`src/rtl/demux1x2_16bit_pkg.sv`:
```
// Shared datapath constants for the 1-to-2 demultiplexer: default widths,
// per-channel state encoding and the channel acceptance rule.
package demux1x2_16bit_pkg;

  localparam int WIDTH_DEF = 16;
  localparam int CNTW_DEF  = 8;

  typedef enum logic {
    SLOT_EMPTY = 1'b0,
    SLOT_FULL  = 1'b1
  } slot_state_e;

  // A channel can take a word when it is empty or is being drained this cycle.
  function automatic logic slot_can_accept(input slot_state_e st, input logic out_ready);
    return (st == SLOT_EMPTY) || out_ready;
  endfunction

endpackage

```
`src/rtl/demux1x2_16bit_slot.sv`:
```
// One demultiplexer channel: a single-entry holding register with an
// EMPTY/FULL state and a wrapping count of words handed to the sink.
module demux_slot
  import demux1x2_16bit_pkg::*;
#(
  parameter int WIDTH = WIDTH_DEF,
  parameter int CNTW  = CNTW_DEF
) (
  input  logic             clk,
  input  logic             rst,
  input  logic             wr_en,
  input  logic [WIDTH-1:0] wr_data,
  input  logic             out_ready,
  output logic             can_accept,
  output logic             out_valid,
  output logic [WIDTH-1:0] out_data,
  output logic [CNTW-1:0]  cnt
);

  slot_state_e      state_q, state_d;
  logic [WIDTH-1:0] data_q, data_d;
  logic [CNTW-1:0]  cnt_q, cnt_d;
  logic             out_xfer_s;

  // Next-state: a write always leaves the slot FULL, even while draining.
  always_comb begin
    state_d    = state_q;
    data_d     = data_q;
    cnt_d      = cnt_q;
    out_xfer_s = (state_q == SLOT_FULL) && out_ready;
    if (wr_en) begin
      state_d = SLOT_FULL;
      data_d  = wr_data;
    end else if (out_xfer_s) begin
      state_d = SLOT_EMPTY;
    end else begin
      state_d = state_q;
    end
    if (out_xfer_s) begin
      cnt_d = cnt_q + CNTW'(1);
    end else begin
      cnt_d = cnt_q;
    end
  end

  // Channel state, held word and delivered-word counter.
  always_ff @(posedge clk or posedge rst) begin
    if (rst) begin
      state_q <= SLOT_EMPTY;
      data_q  <= {WIDTH{1'b0}};
      cnt_q   <= {CNTW{1'b0}};
    end else begin
      state_q <= state_d;
      data_q  <= data_d;
      cnt_q   <= cnt_d;
    end
  end

  assign can_accept = slot_can_accept(state_q, out_ready);
  assign out_valid  = (state_q == SLOT_FULL);
  assign out_data   = data_q;
  assign cnt        = cnt_q;

endmodule

```
`src/rtl/demux1x2_16bit.sv`:
```
// 1-to-2 demultiplexer with per-channel single-word buffering and delivery
// counters; the top only decodes the select and forms in_ready.
module demux1x2_16bit
  import demux1x2_16bit_pkg::*;
#(
  parameter int WIDTH = WIDTH_DEF,
  parameter int CNTW  = CNTW_DEF
) (
  input  logic             clk,
  input  logic             rst,
  input  logic             in_valid,
  input  logic             in_sel,
  input  logic [WIDTH-1:0] in_data,
  output logic             in_ready,
  output logic             out0_valid,
  output logic [WIDTH-1:0] out0_data,
  input  logic             out0_ready,
  output logic             out1_valid,
  output logic [WIDTH-1:0] out1_data,
  input  logic             out1_ready,
  output logic [CNTW-1:0]  cnt0,
  output logic [CNTW-1:0]  cnt1
);

  logic acc0_s, acc1_s;
  logic wr0_s, wr1_s;

  // in_ready follows only the selected channel, never in_valid or in_data.
  always_comb begin
    in_ready = 1'b0;
    wr0_s    = 1'b0;
    wr1_s    = 1'b0;
    case (in_sel)
      1'b0:    in_ready = acc0_s;
      1'b1:    in_ready = acc1_s;
      default: in_ready = 1'b0;
    endcase
    if (in_valid && in_ready) begin
      wr0_s = (in_sel == 1'b0);
      wr1_s = (in_sel == 1'b1);
    end else begin
      wr0_s = 1'b0;
      wr1_s = 1'b0;
    end
  end

  demux_slot #(.WIDTH(WIDTH), .CNTW(CNTW)) u_slot0 (
    .clk        (clk),
    .rst        (rst),
    .wr_en      (wr0_s),
    .wr_data    (in_data),
    .out_ready  (out0_ready),
    .can_accept (acc0_s),
    .out_valid  (out0_valid),
    .out_data   (out0_data),
    .cnt        (cnt0)
  );

  demux_slot #(.WIDTH(WIDTH), .CNTW(CNTW)) u_slot1 (
    .clk        (clk),
    .rst        (rst),
    .wr_en      (wr1_s),
    .wr_data    (in_data),
    .out_ready  (out1_ready),
    .can_accept (acc1_s),
    .out_valid  (out1_valid),
    .out_data   (out1_data),
    .cnt        (cnt1)
  );

endmodule

```
`config.mk`:
```
export PLATFORM = sky130hd
export DESIGN_NAME = demux1x2_16bit
export DESIGN_NICKNAME = d
export VERILOG_FILES = /design/src/rtl/demux1x2_16bit_pkg.sv /design/src/rtl/demux1x2_16bit_slot.sv /design/src/rtl/demux1x2_16bit.sv
export SDC_FILE = /design/constraint.sdc
export NUM_CORES = 1
export LEC_CHECK = 0
export CORE_MARGIN = 5
export CORE_UTILIZATION = 48
export CTS_CLUSTER_SIZE = 12
export DETAILED_ROUTE_END_ITERATION = 10
export PLACE_DENSITY = 0.87
export SLEW_MARGIN = 25
export SYNTH_ARGS = -nofsm -noshare
export SYNTH_HDL_FRONTEND = slang
export SYNTH_SLANG_ARGS = --single-unit
```
`constraint.sdc`:
```
create_clock -name clk -period 3.9 [get_ports clk]
set_clock_uncertainty 0.2 [all_clocks]
set_input_delay 0.39 -clock clk [delete_from_list [all_inputs] [get_ports clk]]
set_output_delay 0.39 -clock clk [all_outputs]
set_load 0.05 [all_outputs]
```
==> impl_summary.log, run 1 <==
INFO  metric status = finished clean
INFO  metric synth_async_reset_ratio = 100.0%
INFO  metric cts.repair.resized = 0
INFO  metric synth.net_count = 159
INFO  metric die_area = 5688 sq um
INFO  metric wl_per_cell = 17.58 um
INFO  metric start_util = 50.28%
INFO  metric post_synth_xor_area_fraction = 5.968%
INFO  metric hold_depth = 1
INFO  metric filler_cell_count = 289
INFO  metric synth_compound_area_share = 0%
INFO  metric hold_buffers = 0
INFO  metric nNetsFinal = 234
INFO  metric ant_nets = 0
INFO  metric total_placed_cells_including_tap_cells = 253
INFO  metric tns = 0 ns
INFO  metric synth-edff-count = 0
INFO  metric groute.layer.met2.usage = 29.72%
INFO  metric yosysWarnings = 0
INFO  metric fin_util = 70.24%
INFO  metric die_w = 75.42 um
INFO  metric worstReg2RegStart = u_slot1.out_valid$_DFFE_PP0P_
INFO  metric synthesis.area = 2054 sq um
INFO  metric cts_root_buf = sky130_fd_sc_hd__clkbuf_8
INFO  metric cts_buffer_depth = 2
INFO  metric htreeDepth = 2
INFO  metric io_pins = 73
INFO  metric rows = 23
INFO  metric period_share = 67.62%
INFO  metric worstRegToRegCells = 3
INFO  metric dp_hpwl = 3457 um
INFO  metric power_per_cell_area = 654.7 nW/um^2
INFO  metric critPathCaptureType = output port
INFO  metric synthToLayoutAreaGrowth = 39.71%
INFO  metric grt_util_met1 = 21.53%
INFO  metric cellLeakagePower = 1.254 nW
INFO  metric irDropWorstVdd = 0.4467 mV
INFO  metric critical-path-max-stage-delay = 0.80 ns
INFO  metric clk_pin_slew = 0.09 ns
INFO  metric clkSinkCount = 50
INFO  metric vias_in_the_first_global_route = 1520
INFO  metric post_route_cells_drive_above_1_share = 22.86%
INFO  metric timing.critical_path.mode_cell = sky130_fd_sc_hd__clkdlybuf4s50_1
INFO  metric holdCritPathClass = reg -> reg
INFO  metric crit-reg2reg-capture = u_slot1.out_data[15]$_DFFE_PP0P_
INFO  metric swShare = 43.09%
INFO  metric switchingPower = 0.0008097 W
INFO  metric comb_power_share = 46.3%
INFO  metric power.share.clock = 14.8%
INFO  metric gr-usage-met3 = 6.992%
INFO  metric synth_top_family_by_area = multiplexers
INFO  metric worst_ep_required = 3.31 ns
INFO  metric place_congestion = 0.8307
INFO  metric finalNonFillerCells = 260
INFO  metric yosys.cell_count.top_type = sky130_fd_sc_hd__dfrtp_1
INFO  metric timing.setup.critical_path_class = in -> out
INFO  metric final-setup-viol-count = 0
INFO  metric synthTopCellsByCount = sky130_fd_sc_hd__dfrtp_1, sky130_fd_sc_hd__mux2_2, sky130_fd_sc_hd__nand2_1
INFO  metric insertion_delay = 0.29 ns
INFO  metric synthDominantCellAreaShare = 60.90%
INFO  metric hold-path-endpoint = u_slot1.cnt[7]$_DFFE_PP0P_
INFO  metric dp_worst_setup_slack = 1.271 ns
INFO  metric rsz0062_at_grt = no
INFO  metric synth_seq_area_share = 60.90%
INFO  metric grt_usage = 17.99%
INFO  metric synth_top_cell_by_area = sky130_fd_sc_hd__dfrtp_1
INFO  metric period_minus_slack = 2.637 ns
INFO  metric ys_types = 22
INFO  metric first_pass_iters = 3
INFO  metric worst_setup_path_start_kind = input pin
INFO  metric viasPerCell = 5.127
INFO  metric grt_remaining_overflow = 0
INFO  metric tritoncts = yes
INFO  metric timing_max_transition_violations_final = 0
INFO  metric synth_simple_gate_area_share = 8.404%
INFO  metric internal-power = 0.001070 W
INFO  metric grt_max_degree = 51
INFO  metric reg2reg_setup_slack = 2.09 ns
INFO  metric worst-endpoint-arrival = 2.05 ns
INFO  metric global_route.peak_usage_layer = met2
INFO  metric synth_top_cells_by_area = sky130_fd_sc_hd__dfrtp_1, sky130_fd_sc_hd__mux2_2, sky130_fd_sc_hd__mux2_4, sky130_fd_sc_hd__xnor2_1, sky130_fd_sc_hd__xor2_1
INFO  metric post_cts_repair_setup_buffers = 0
INFO  metric hold_viol_final = 0
INFO  metric crit_path_cell_trace = clkdlybuf4s50_1 > nand2b_4 > mux2_2 > clkdlybuf4s50_1
INFO  metric hold_path_startpoint = u_slot1.cnt[7]$_DFFE_PP0P_
INFO  metric synth_adder_area_share = 1.218%
INFO  metric synthMuxAreaShare = 21.01%
INFO  metric core_area = 4086 sq um
INFO  metric drt_wl_total = 4571 um
INFO  metric timing.max_cap.violations = 0
INFO  metric grt_antenna_before_repair = 0
INFO  metric ys.flop_type = sky130_fd_sc_hd__dfrtp_1
INFO  metric pwr-share-seq = 38.8%
INFO  metric diodes = 0
INFO  metric ys_seq_elements = 50
INFO  metric timing.critical_path.slowest_stage_cell = sky130_fd_sc_hd__clkdlybuf4s50_1
INFO  metric number_of_cells_produced_by_synthesis = 135
INFO  metric detailroute.via_count = 1333
INFO  metric die_y = 75.42 um
INFO  metric worst_slack = 1.263 ns
INFO  metric worst_slew_margin_rel = 44.87%
INFO  metric drc_errors = 0
INFO  metric global_route_wire_length_before_repair = 7569 um
INFO  metric detail_route.iter0.violations = 70
INFO  metric average_cell_area_after_synthesis = 15.22 sq um
INFO  metric fin_worst_hold_slack = 0.2771 ns
INFO  metric number_of_buffers_created_by_cts = 5
INFO  metric max_freq = 0.3792 GHz
INFO  metric portBuffers = 72
INFO  metric crit_path_max_fanout = 4
INFO  metric max_slew.worst_pin.slew = 0.8260 ns
==> stage by stage <==
stage | total power [W] | area [sq um]
after floorplan | 0.001299 | 2054
after global placement | 0.001588 | 2790
after detailed placement | 0.001615 | 2790
after CTS | 0.001899 | 2869
after global routing | 0.001972 | 2870
final | 0.001879 | 2870
==> layout by cell type (no fill, tap or decap), drive strengths merged <==
master         count
nand2b             2
xnor2              8
ha                 2
nand4              4
and3               2
nor2               2
clkdlybuf4s50     72
clkinv             3
nand3              2
nor4               1
nand2             11
mux2              35
nand3b             1
nor2b              1
and2               1
dfrtp             50
nor3               2
xor2               6
clkbuf             5
==> sequential cells by signal (all words and copies together) (netlist names) <==
name / count
u_slot1.cnt: 8
u_slot1.out_valid: 1
u_slot0.out_data: 16
u_slot0.cnt: 8
u_slot0.out_valid: 1
u_slot1.out_data: 16
==> cell families after synthesis <==
| family | after synthesis |
|---|---|
| xor gates and xnor gates | 14 |
| adders and majority gates | 2 |
| buffers and inverters | 5 |
| DFF | 50 |
| muxes | 35 |
| and+or+nand+nor | 29 |
==> layout make-up <==
cell class,count,area (sq um),share of cell area (%)
Tap cell,50,62.56,2.180
Timing Repair Buffer,72,720.7,25.11
Multi-Input combinational cell,80,752.0,26.20
Sequential cell,50,1251,43.59
Inverter,1,5.005,0.1744
Clock buffer,5,68.82,2.398
Clock inverter,2,10.01,0.3487
==> critical path, delay by kind of cell <==
kind                   cells  cell delay (ns)
buffers and inverters      2             1.34
and+or+nand+nor            1             0.16
muxes                      1             0.15
==> metal layers <==
metal / up-vias / part of all wire [%]
met1: 676 / 38
met3: 8 / 8.3
met2: 44 / 51
met5: - / 0
li1: 605 / -
met4: 0 / 2.0
==> power by group through the flow <==
stage / registers, W / logic [W] / clock network (W)
floorplan: 0.00112 / 0.000175 / 0
global placement: 0.000727 / 0.000861 / 0
detailed placement: 0.000738 / 0.000877 / 0
CTS: 0.000729 / 0.000881 / 0.000289
global route: 0.000748 / 0.000911 / 0.000313
finish: 0.000729 / 0.000871 / 0.000279
==> worst max-delay path by stage <==
| stage | cells after the start | start | to | slack, ns |
|---|---|---|---|---|
| global route | 4 | out1_ready | in_ready | 1.23 |
| CTS | 4 | out1_ready | in_ready | 1.26 |
| floorplan | 1 | rst | u_slot0.cnt[0]$_DFFE_PP0P_ | 2.11 |
| global placement | 4 | out1_ready | in_ready | 1.32 |
| detailed placement | 4 | out1_ready | in_ready | 1.27 |
| finish | 4 | out1_ready | in_ready | 1.26 |
(Power assumes the default switching activity.)
==> run 2: changes to the inputs <==
--- a/config.mk
+++ b/config.mk
@@ -6,10 +6,10 @@
 export NUM_CORES = 1
 export LEC_CHECK = 0
 export CORE_MARGIN = 5
-export CORE_UTILIZATION = 48
+export CORE_UTILIZATION = 44
 export CTS_CLUSTER_SIZE = 12
 export DETAILED_ROUTE_END_ITERATION = 10
-export PLACE_DENSITY = 0.87
+export PLACE_DENSITY = 0.81
 export SLEW_MARGIN = 25
 export SYNTH_ARGS = -nofsm -noshare
 export SYNTH_HDL_FRONTEND = slang
==> constraint.sdc (replaced) <==
create_clock -name clk -period 2.7 [get_ports clk]
set_clock_uncertainty 0.2 [all_clocks]
set_input_delay 0.27 -clock clk [delete_from_list [all_inputs] [get_ports clk]]
set_output_delay 0.27 -clock clk [all_outputs]
set_load 0.05 [all_outputs]
==> impl_summary.log, run 2 (synthesis results as in run 1) <==
INFO  metric holdCritPathClass = in -> async
INFO  metric finalNonFillerCells = 263
INFO  metric insertion_delay = 0.29 ns
INFO  metric cts.repair.resized = 0
INFO  metric number_of_buffers_created_by_cts = 5
INFO  metric worstRegToRegCells = 3
INFO  metric grt_max_degree = 28
INFO  metric tritoncts = yes
INFO  metric clkSinkCount = 50
INFO  metric rows = 24
INFO  metric tns = 0 ns
INFO  metric post_cts_repair_setup_buffers = 0
INFO  metric power_per_cell_area = 936.5 nW/um^2
INFO  metric rsz0062_at_grt = no
INFO  metric grt_remaining_overflow = 0
INFO  metric irDropWorstVdd = 0.4992 mV
INFO  metric dp_worst_setup_slack = 0.4570 ns
INFO  metric die_w = 78.33 um
INFO  metric vias_in_the_first_global_route = 1519
INFO  metric worstReg2RegStart = u_slot1.out_valid$_DFFE_PP0P_
INFO  metric drc_errors = 0
INFO  metric timing.critical_path.slowest_stage_cell = sky130_fd_sc_hd__clkdlybuf4s50_1
INFO  metric die_y = 78.33 um
INFO  metric core_area = 4444 sq um
INFO  metric worst-endpoint-arrival = 1.59 ns
INFO  metric place_congestion = 0.7806
INFO  metric dp_hpwl = 3324 um
INFO  metric global_route_wire_length_before_repair = 7410 um
INFO  metric die_area = 6136 sq um
INFO  metric synthToLayoutAreaGrowth = 40.50%
INFO  metric final_common_cell = sky130_fd_sc_hd__clkdlybuf4s50_1
INFO  metric crit_path_cell_trace = clkdlybuf4s50_1
INFO  metric worst_slew_margin_rel = 60.07%
INFO  metric drt_wl_total = 4353 um
INFO  metric timing_max_transition_violations_final = 0
INFO  metric max_freq = 0.4855 GHz
INFO  metric worst_setup_path_start_kind = flip-flop
INFO  metric io_pins = 73
INFO  metric worst_slack = 0.6402 ns
INFO  metric worst_ep_required = 2.23 ns
INFO  metric timing.critical_path.max_delay_family = buffers and inverters
INFO  metric wl_per_cell = 16.55 um
INFO  metric detail_route.iter0.violations = 45
INFO  metric period_minus_slack = 2.060 ns
INFO  metric cts_buffer_depth = 2
INFO  metric hold_viol_final = 0
INFO  metric grt_usage = 15.49%
INFO  metric status = finished clean
INFO  metric reg2reg_setup_slack = 0.90 ns
INFO  metric crit-reg2reg-capture = u_slot1.out_data[14]$_DFFE_PP0P_
INFO  metric grt_antenna_before_repair = 0
INFO  metric diodes = 0
INFO  metric start_util = 46.23%
INFO  metric timing.max_cap.violations = 0
INFO  metric first_pass_iters = 4
INFO  metric portBuffers = 72
INFO  metric hold_buffers = 0
INFO  metric cts_root_buf = sky130_fd_sc_hd__clkbuf_8
INFO  metric period_share = 76.29%
INFO  metric clk_pin_slew = 0.08 ns
INFO  metric crit_path_max_fanout = 5
INFO  metric post_layout_power = 0.002703 W
INFO  metric critical-path-max-stage-delay = 0.85 ns
INFO  metric critPathCaptureType = output port
INFO  metric htreeDepth = 2
INFO  metric viasPerCell = 5.137
INFO  metric max_slew.worst_pin.slew = 0.5977 ns
INFO  metric crit_buf_inv = 1
INFO  metric cellLeakagePower = 1.258 nW
INFO  metric detailroute.via_count = 1351
INFO  metric final-setup-viol-count = 0
INFO  metric timing.setup.critical_path_class = reg -> out
INFO  metric post_route_cells_drive_above_1_share = 22.75%
INFO  metric ant_nets = 0
INFO  metric leading_cell_types_in_the_layout_fill_and_taps_excluded = sky130_fd_sc_hd__clkdlybuf4s50_1, sky130_fd_sc_hd__dfrtp_1, sky130_fd_sc_hd__mux2_2
INFO  metric nNetsFinal = 235
INFO  metric total_placed_cells_including_tap_cells = 256
## run 2: worst max path at each step
stage,from,endpoint,slack [ns],cells after the start
detailed placement,out1_ready,u_slot1.out_data[15]$_DFFE_PP0P_,0.46,4
global route,u_slot1.out_valid$_DFFE_PP0P_,out1_valid,0.57,1
floorplan,u_slot1.out_valid$_DFFE_PP0P_,u_slot1.out_data[0]$_DFFE_PP0P_,0.92,5
CTS,u_slot1.out_valid$_DFFE_PP0P_,out1_valid,0.62,1
global placement,out1_ready,u_slot1.out_data[13]$_DFFE_PP0P_,0.53,4
finish,u_slot1.out_valid$_DFFE_PP0P_,out1_valid,0.64,1
## run 2: cell type report
type | instances | area [sq um]
flip-flops and latches | 50 | 1251
clock buffers | 7 | 76.32
repair buffers | 73 | 738.2
multi-input cells | 80 | 752.0
inverters | 1 | 3.754
well taps | 52 | 65.06
fillers | 349 | 1558
## run 2: report_power, final
group | switching, W | total (W) | internal, W
registers | 0.000147 | 0.00106 | 0.000912
clock network | 0.000214 | 0.000393 | 0.000179
logic | 0.000792 | 0.00125 | 0.000460
total | 0.00115 | 0.00270 | 0.00155
## run 2: layer usage
metal	up-vias	part of all wire (%)	track usage (%)
met5	-	0	0
met3	8	8.3	6.865
met4	0	1.9	5.420
li1	609	-	-
met2	46	50	25.09
met1	688	40	18.42
## run 2: stage by stage
step / hold slack [ns] / area (sq um) / util (%)
6_report: 0.1339 / 2887 / 64.95
5_1_grt: 0.1779 / 2887 / 64.95
4_1_cts: 0.1445 / 2887 / 64.95
3_3_place_gp: 0.2598 / 2810 / 63.23
3_5_place_dp: 0.2672 / 2810 / 63.23
2_1_floorplan: 0.2181 / 2054 / -
==> run 3: changes to the inputs <==
==> constraint.sdc (replaced) <==
create_clock -name clk -period 2 [get_ports clk]
set_clock_uncertainty 0.2 [all_clocks]
set_input_delay 0.2 -clock clk [delete_from_list [all_inputs] [get_ports clk]]
set_output_delay 0.2 -clock clk [all_outputs]
set_load 0.05 [all_outputs]
==> impl_summary.log, run 3 (synthesis results as in run 1) <==
INFO  metric rows = 24
INFO  metric fin_util = 67.17%
INFO  metric timing.max_cap.violations = 0
INFO  metric vias_in_the_first_global_route = 1513
INFO  metric rsz0062_at_grt = no
INFO  metric post_route_cells_drive_above_1_share = 25.93%
INFO  metric number_of_buffers_created_by_cts = 5
INFO  metric critPathCaptureType = output port
INFO  metric clk_pin_slew = 0.08 ns
INFO  metric die_area = 6136 sq um
INFO  metric leading_cell_types_in_the_layout_fill_and_taps_excluded = sky130_fd_sc_hd__clkdlybuf4s50_1, sky130_fd_sc_hd__dfrtp_1, sky130_fd_sc_hd__mux2_2
INFO  metric power_per_cell_area = 1265 nW/um^2
INFO  metric crit_path_cell_trace = clkdlybuf4s50_1
INFO  metric holdCritPathClass = in -> async
INFO  metric cts.repair.resized = 0
INFO  metric status = finished clean
INFO  metric worstReg2RegStart = u_slot1.out_valid$_DFFE_PP0P_
INFO  metric hold_buffers = 0
INFO  metric final-setup-viol-count = 0
INFO  metric timing.critical_path.max_delay_family = buffers and inverters
INFO  metric filler_cell_count = 342
INFO  metric comb_power_share = 44.9%
INFO  metric swShare = 41.48%
INFO  metric htreeDepth = 2
INFO  metric drc_errors = 0
INFO  metric grt_max_degree = 23
INFO  metric reg2reg_setup_slack = 0.44 ns
INFO  metric power.share.clock = 17.3%
INFO  metric global_route_wire_length_before_repair = 7721 um
INFO  metric crit_buf_inv = 1
INFO  metric worst_slew_margin_rel = 64.11%
INFO  metric internal-power = 0.002211 W
INFO  metric worst-endpoint-arrival = 1.54 ns
INFO  metric timing.critical_path.slowest_stage_cell = sky130_fd_sc_hd__clkdlybuf4s50_1
INFO  metric detailroute.via_count = 1326
INFO  metric detail_route.iter0.violations = 41
INFO  metric diodes = 0
INFO  metric first_pass_iters = 4
INFO  metric cellLeakagePower = 1.373 nW
INFO  metric ant_nets = 0
INFO  metric drt_wl_total = 4484 um
INFO  metric pwr-share-seq = 37.7%
INFO  metric core_area = 4444 sq um
INFO  metric grt_usage = 16.30%
INFO  metric portBuffers = 72
INFO  metric crit-reg2reg-capture = u_slot1.out_data[12]$_DFFE_PP0P_
INFO  metric dp_hpwl = 3506 um
INFO  metric max_slew.worst_pin.slew = 0.5366 ns
INFO  metric period_minus_slack = 1.939 ns
INFO  metric tns = 0 ns
INFO  metric clkSinkCount = 50
INFO  metric worstRegToRegCells = 4
INFO  metric cts_root_buf = sky130_fd_sc_hd__clkbuf_8
INFO  metric irDropWorstVdd = 0.6396 mV
INFO  metric timing_max_transition_violations_final = 0
INFO  metric post_cts_repair_setup_buffers = 0
INFO  metric nNetsFinal = 239
INFO  metric cts_buffer_depth = 2
INFO  metric final_common_cell = sky130_fd_sc_hd__clkdlybuf4s50_1
INFO  metric die_y = 78.33 um
INFO  metric post_layout_power = 0.003777 W
INFO  metric viasPerCell = 4.948
INFO  metric tritoncts = yes
INFO  metric switchingPower = 0.001567 W
INFO  metric die_w = 78.33 um
INFO  metric worst_setup_path_start_kind = flip-flop
INFO  metric grt_antenna_before_repair = 0
INFO  metric critical-path-max-stage-delay = 0.84 ns
INFO  metric hold_viol_final = 0
INFO  metric crit_path_max_fanout = 3
INFO  metric io_pins = 73
INFO  metric finalNonFillerCells = 268
INFO  metric worst_ep_required = 1.60 ns
INFO  metric synthToLayoutAreaGrowth = 45.31%
INFO  metric timing.setup.critical_path_class = reg -> out
INFO  metric start_util = 46.23%
INFO  metric register_area = 1251 sq um
INFO  metric insertion_delay = 0.29 ns
INFO  metric place_congestion = 0.7859
INFO  metric wl_per_cell = 16.73 um
INFO  metric grt_remaining_overflow = 0
INFO  metric total_placed_cells_including_tap_cells = 260
INFO  metric period_share = 96.94%
INFO  metric max_freq = 0.5158 GHz
INFO  metric multi_input_comb_area = 752.0 sq um
-- run 3: how the worst max path moves through the flow --
stage | from | cells after the start | slack [ns] | end
5_1_grt | u_slot1.cnt[3]$_DFFE_PP0P_ | 1 | 0.009 | cnt1[3]
6_report | u_slot1.cnt[2]$_DFFE_PP0P_ | 1 | 0.06 | cnt1[2]
3_5_place_dp | out1_ready | 5 | 0.07 | u_slot1.out_data[12]$_DFFE_PP0P_
2_1_floorplan | u_slot1.out_valid$_DFFE_PP0P_ | 5 | 0.22 | u_slot1.out_data[0]$_DFFE_PP0P_
4_1_cts | u_slot1.cnt[0]$_DFFE_PP0P_ | 1 | 0.02 | cnt1[0]
3_3_place_gp | out1_ready | 5 | 0.15 | u_slot1.out_data[10]$_DFFE_PP0P_
-- run 3: cell type report --
| class | count | area share (%) |
|---|---|---|
| repair buffers | 77 | 26.91 |
| clock buffers | 8 | 3.688 |
| inverters | 1 | 0.1257 |
| well taps | 52 | 2.179 |
| flip-flops and latches | 50 | 41.91 |
| multi-input cells | 80 | 25.19 |
-- run 3: power by group through the flow --
stage | logic, W | clock network [W] | registers (W)
after floorplan | 0.000342 | 0 | 0.00219
after CTS | 0.00172 | 0.000678 | 0.00143
final | 0.00170 | 0.000655 | 0.00142
after global routing | 0.00178 | 0.000723 | 0.00146
after global placement | 0.00169 | 0 | 0.00143
after detailed placement | 0.00172 | 0 | 0.00144
-- run 3: stage by stage --
| stage | worst slack (ns) | instance area, sq um | hold WS (ns) |
|---|---|---|---|
| 2_1_floorplan | 0.2215 | 2054 | 0.1481 |
| 3_3_place_gp | 0.1450 | 2863 | 0.2634 |
| 3_5_place_dp | 0.07260 | 2863 | 0.2637 |
| 4_1_cts | 0.02157 | 2973 | 0.04519 |
| 5_1_grt | 0.009441 | 2985 | 0.07894 |
| 6_report | 0.06118 | 2985 | 0.04065 |
-- run 3: per-layer routing --
metal / routed length (um) / GRT usage (%) / vias to the layer above
li1: - / - / 621
met1: 1882 / 20.65 / 659
met2: 2291 / 26.11 / 44
met3: 280 / 6.293 / 2
met4: 30 / 4.720 / 0
met5: 0 / 0 / -
==> edit: new RTL, flow settings as in run 3 <==
Reset style: synchronous (`rst`), changed in one clocked block.
--- a/src/rtl/demux1x2_16bit_slot.sv
+++ b/src/rtl/demux1x2_16bit_slot.sv
@@ -46,3 +46,3 @@
   // Channel state, held word and delivered-word counter.
-  always_ff @(posedge clk or posedge rst) begin
+  always_ff @(posedge clk) begin
     if (rst) begin
Behaviour: differs if rst is asserted again (counterexample within 4 cycles, from zero or initial values and one cycle with rst high); with rst held inactive, the same outputs for 10 cycles.
==> edit against run 3 <==
- routed wire length up 19%
- area after synthesis down 2.3%
- design area down 1.6%
- sequential cell count did not move
- synthesized cell count grew 79%
- final cell count grew 37%
- worst setup slack better by 0.0024 ns
- via count rose by 53%
- critical path type unchanged
- critical endpoint is now cnt0[2]
Power is not compared: it rests on default switching activity, and its combinational part moved more than twofold at a synthesized area within 25%.
==> edit: results (changes against run 3) <==
clock buffers: 5 (-3)
Fin Hold WS: 0.143 ns (+0.102 ns)
Setup crit start: u_slot0.cnt[2]
first-pass GRT wire length: 8940 um (+16%)
met1 usage: 22.9% (+2.3 points)
RR Endpoint: u_slot1.cnt[7]
Tot Pwr: 2.13 mW
asr flop ratio synth: 0% (-100 points)
Compound-Gate Fraction of Synth Area: 21.7% (+22 points)
Non-clock buffers, area share: 28.0% (+1.1 points)
gpl congestion: 0.802 (+2.1%)
Routed met3 length: 509 um (+82%)
Post-DP Area: 2810 um2 (-1.9%)
largest cells by area after synthesis: dfxtp_1 50%, a21oi_1 11%, nand3_1 10%
Overall Global Routing Usage: 17.8% (+1.5 points)
worst rel slew slack: 64.1% (about the same)
nonclk buf count: 82 (+6.5%)
via count: 2035 (+53%)
Routed met1 length: 2280 um (+21%)
syn nets: 266 (+67%)
synth cell count leaders: 50 x dfxtp_1, 45 x a21oi_1, 40 x nand3_1
post-DP HPWL: 3900 um (+11%)
Cells after DPL: 358 (+38%)
final WL: 5330 um (+19%)
clk cell area share: 3.83% (+0.15 points)
met2 routed WL: 2520 um (+9.8%)
Syn Area/Cell: 8.29 um2 (-46%)
Top FF cell, synth: dfxtp_1
Multi-input gate area: 927 um2 (+23%)
P&R area growth vs syn: 46.3%
Die W: 77.5 um (-1.0%)
run status: completed
Register-to-Register Path Depth: 3 (-1)
vias in the first global route: 1882 (+24%)
Multi-input comb cells: 172 (+110%)
Post-Layout Cell Count: 366 (+37%)
share of cells above drive strength 1: 7.96% (-18 points)
Seq/Total Area, Yosys: 49.9% (-11 points)
Non-clk invs: 2 (+1)
final worst-path cycle share: 96.8% (-0.12 points)
HP Class: input pin to register
end of the critical path: cnt0[2]
routing usage on met3: 7.06% (+0.77 points)
CP max FO: 4 (+1)
R2R Path Start: u_slot1.out_valid
xor and xnor area share after synthesis: 1.75% (-4.2 points)
Sequential Area: 1000 um2 (-20%)
mux share of post-synthesis cell area: 1.12% (-20 points)
==> edit: cell types whose count changed after synthesis, sizes merged, moves of 4 or more <==
cell	before	now
o21ai	0	36
a21oi	0	45
mux2	35	2
dfrtp	50	0
nand3	2	40
xnor2	8	0
o31ai	0	4
nor2	2	9
or4	0	4
clkbuf	0	11
dfxtp	0	50
or3	0	4
==> edit: how the worst min path moves through the flow <==
| stage | from | endpoint | cells past startpoint |
|---|---|---|---|
| finish | rst | u_slot0.cnt[0] | 2 |
| detailed placement | u_slot0.out_data[7] | u_slot0.out_data[7] | 2 |
| CTS | rst | u_slot0.cnt[0] | 2 |
| global route | rst | u_slot0.out_data[10] | 2 |
| global placement | u_slot1.out_data[12] | u_slot1.out_data[12] | 2 |
| floorplan | in_data[0] | u_slot0.out_data[0] | 2 |
==> edit: timing repair <==
| action | in CTS | in global routing |
|---|---|---|
| hold buffers | 0 | 0 |
| gates resized for setup | 0 | 6 |
| buffers inserted | 0 | 0 |
| endpoints found under the setup margin | 0 | 6 |
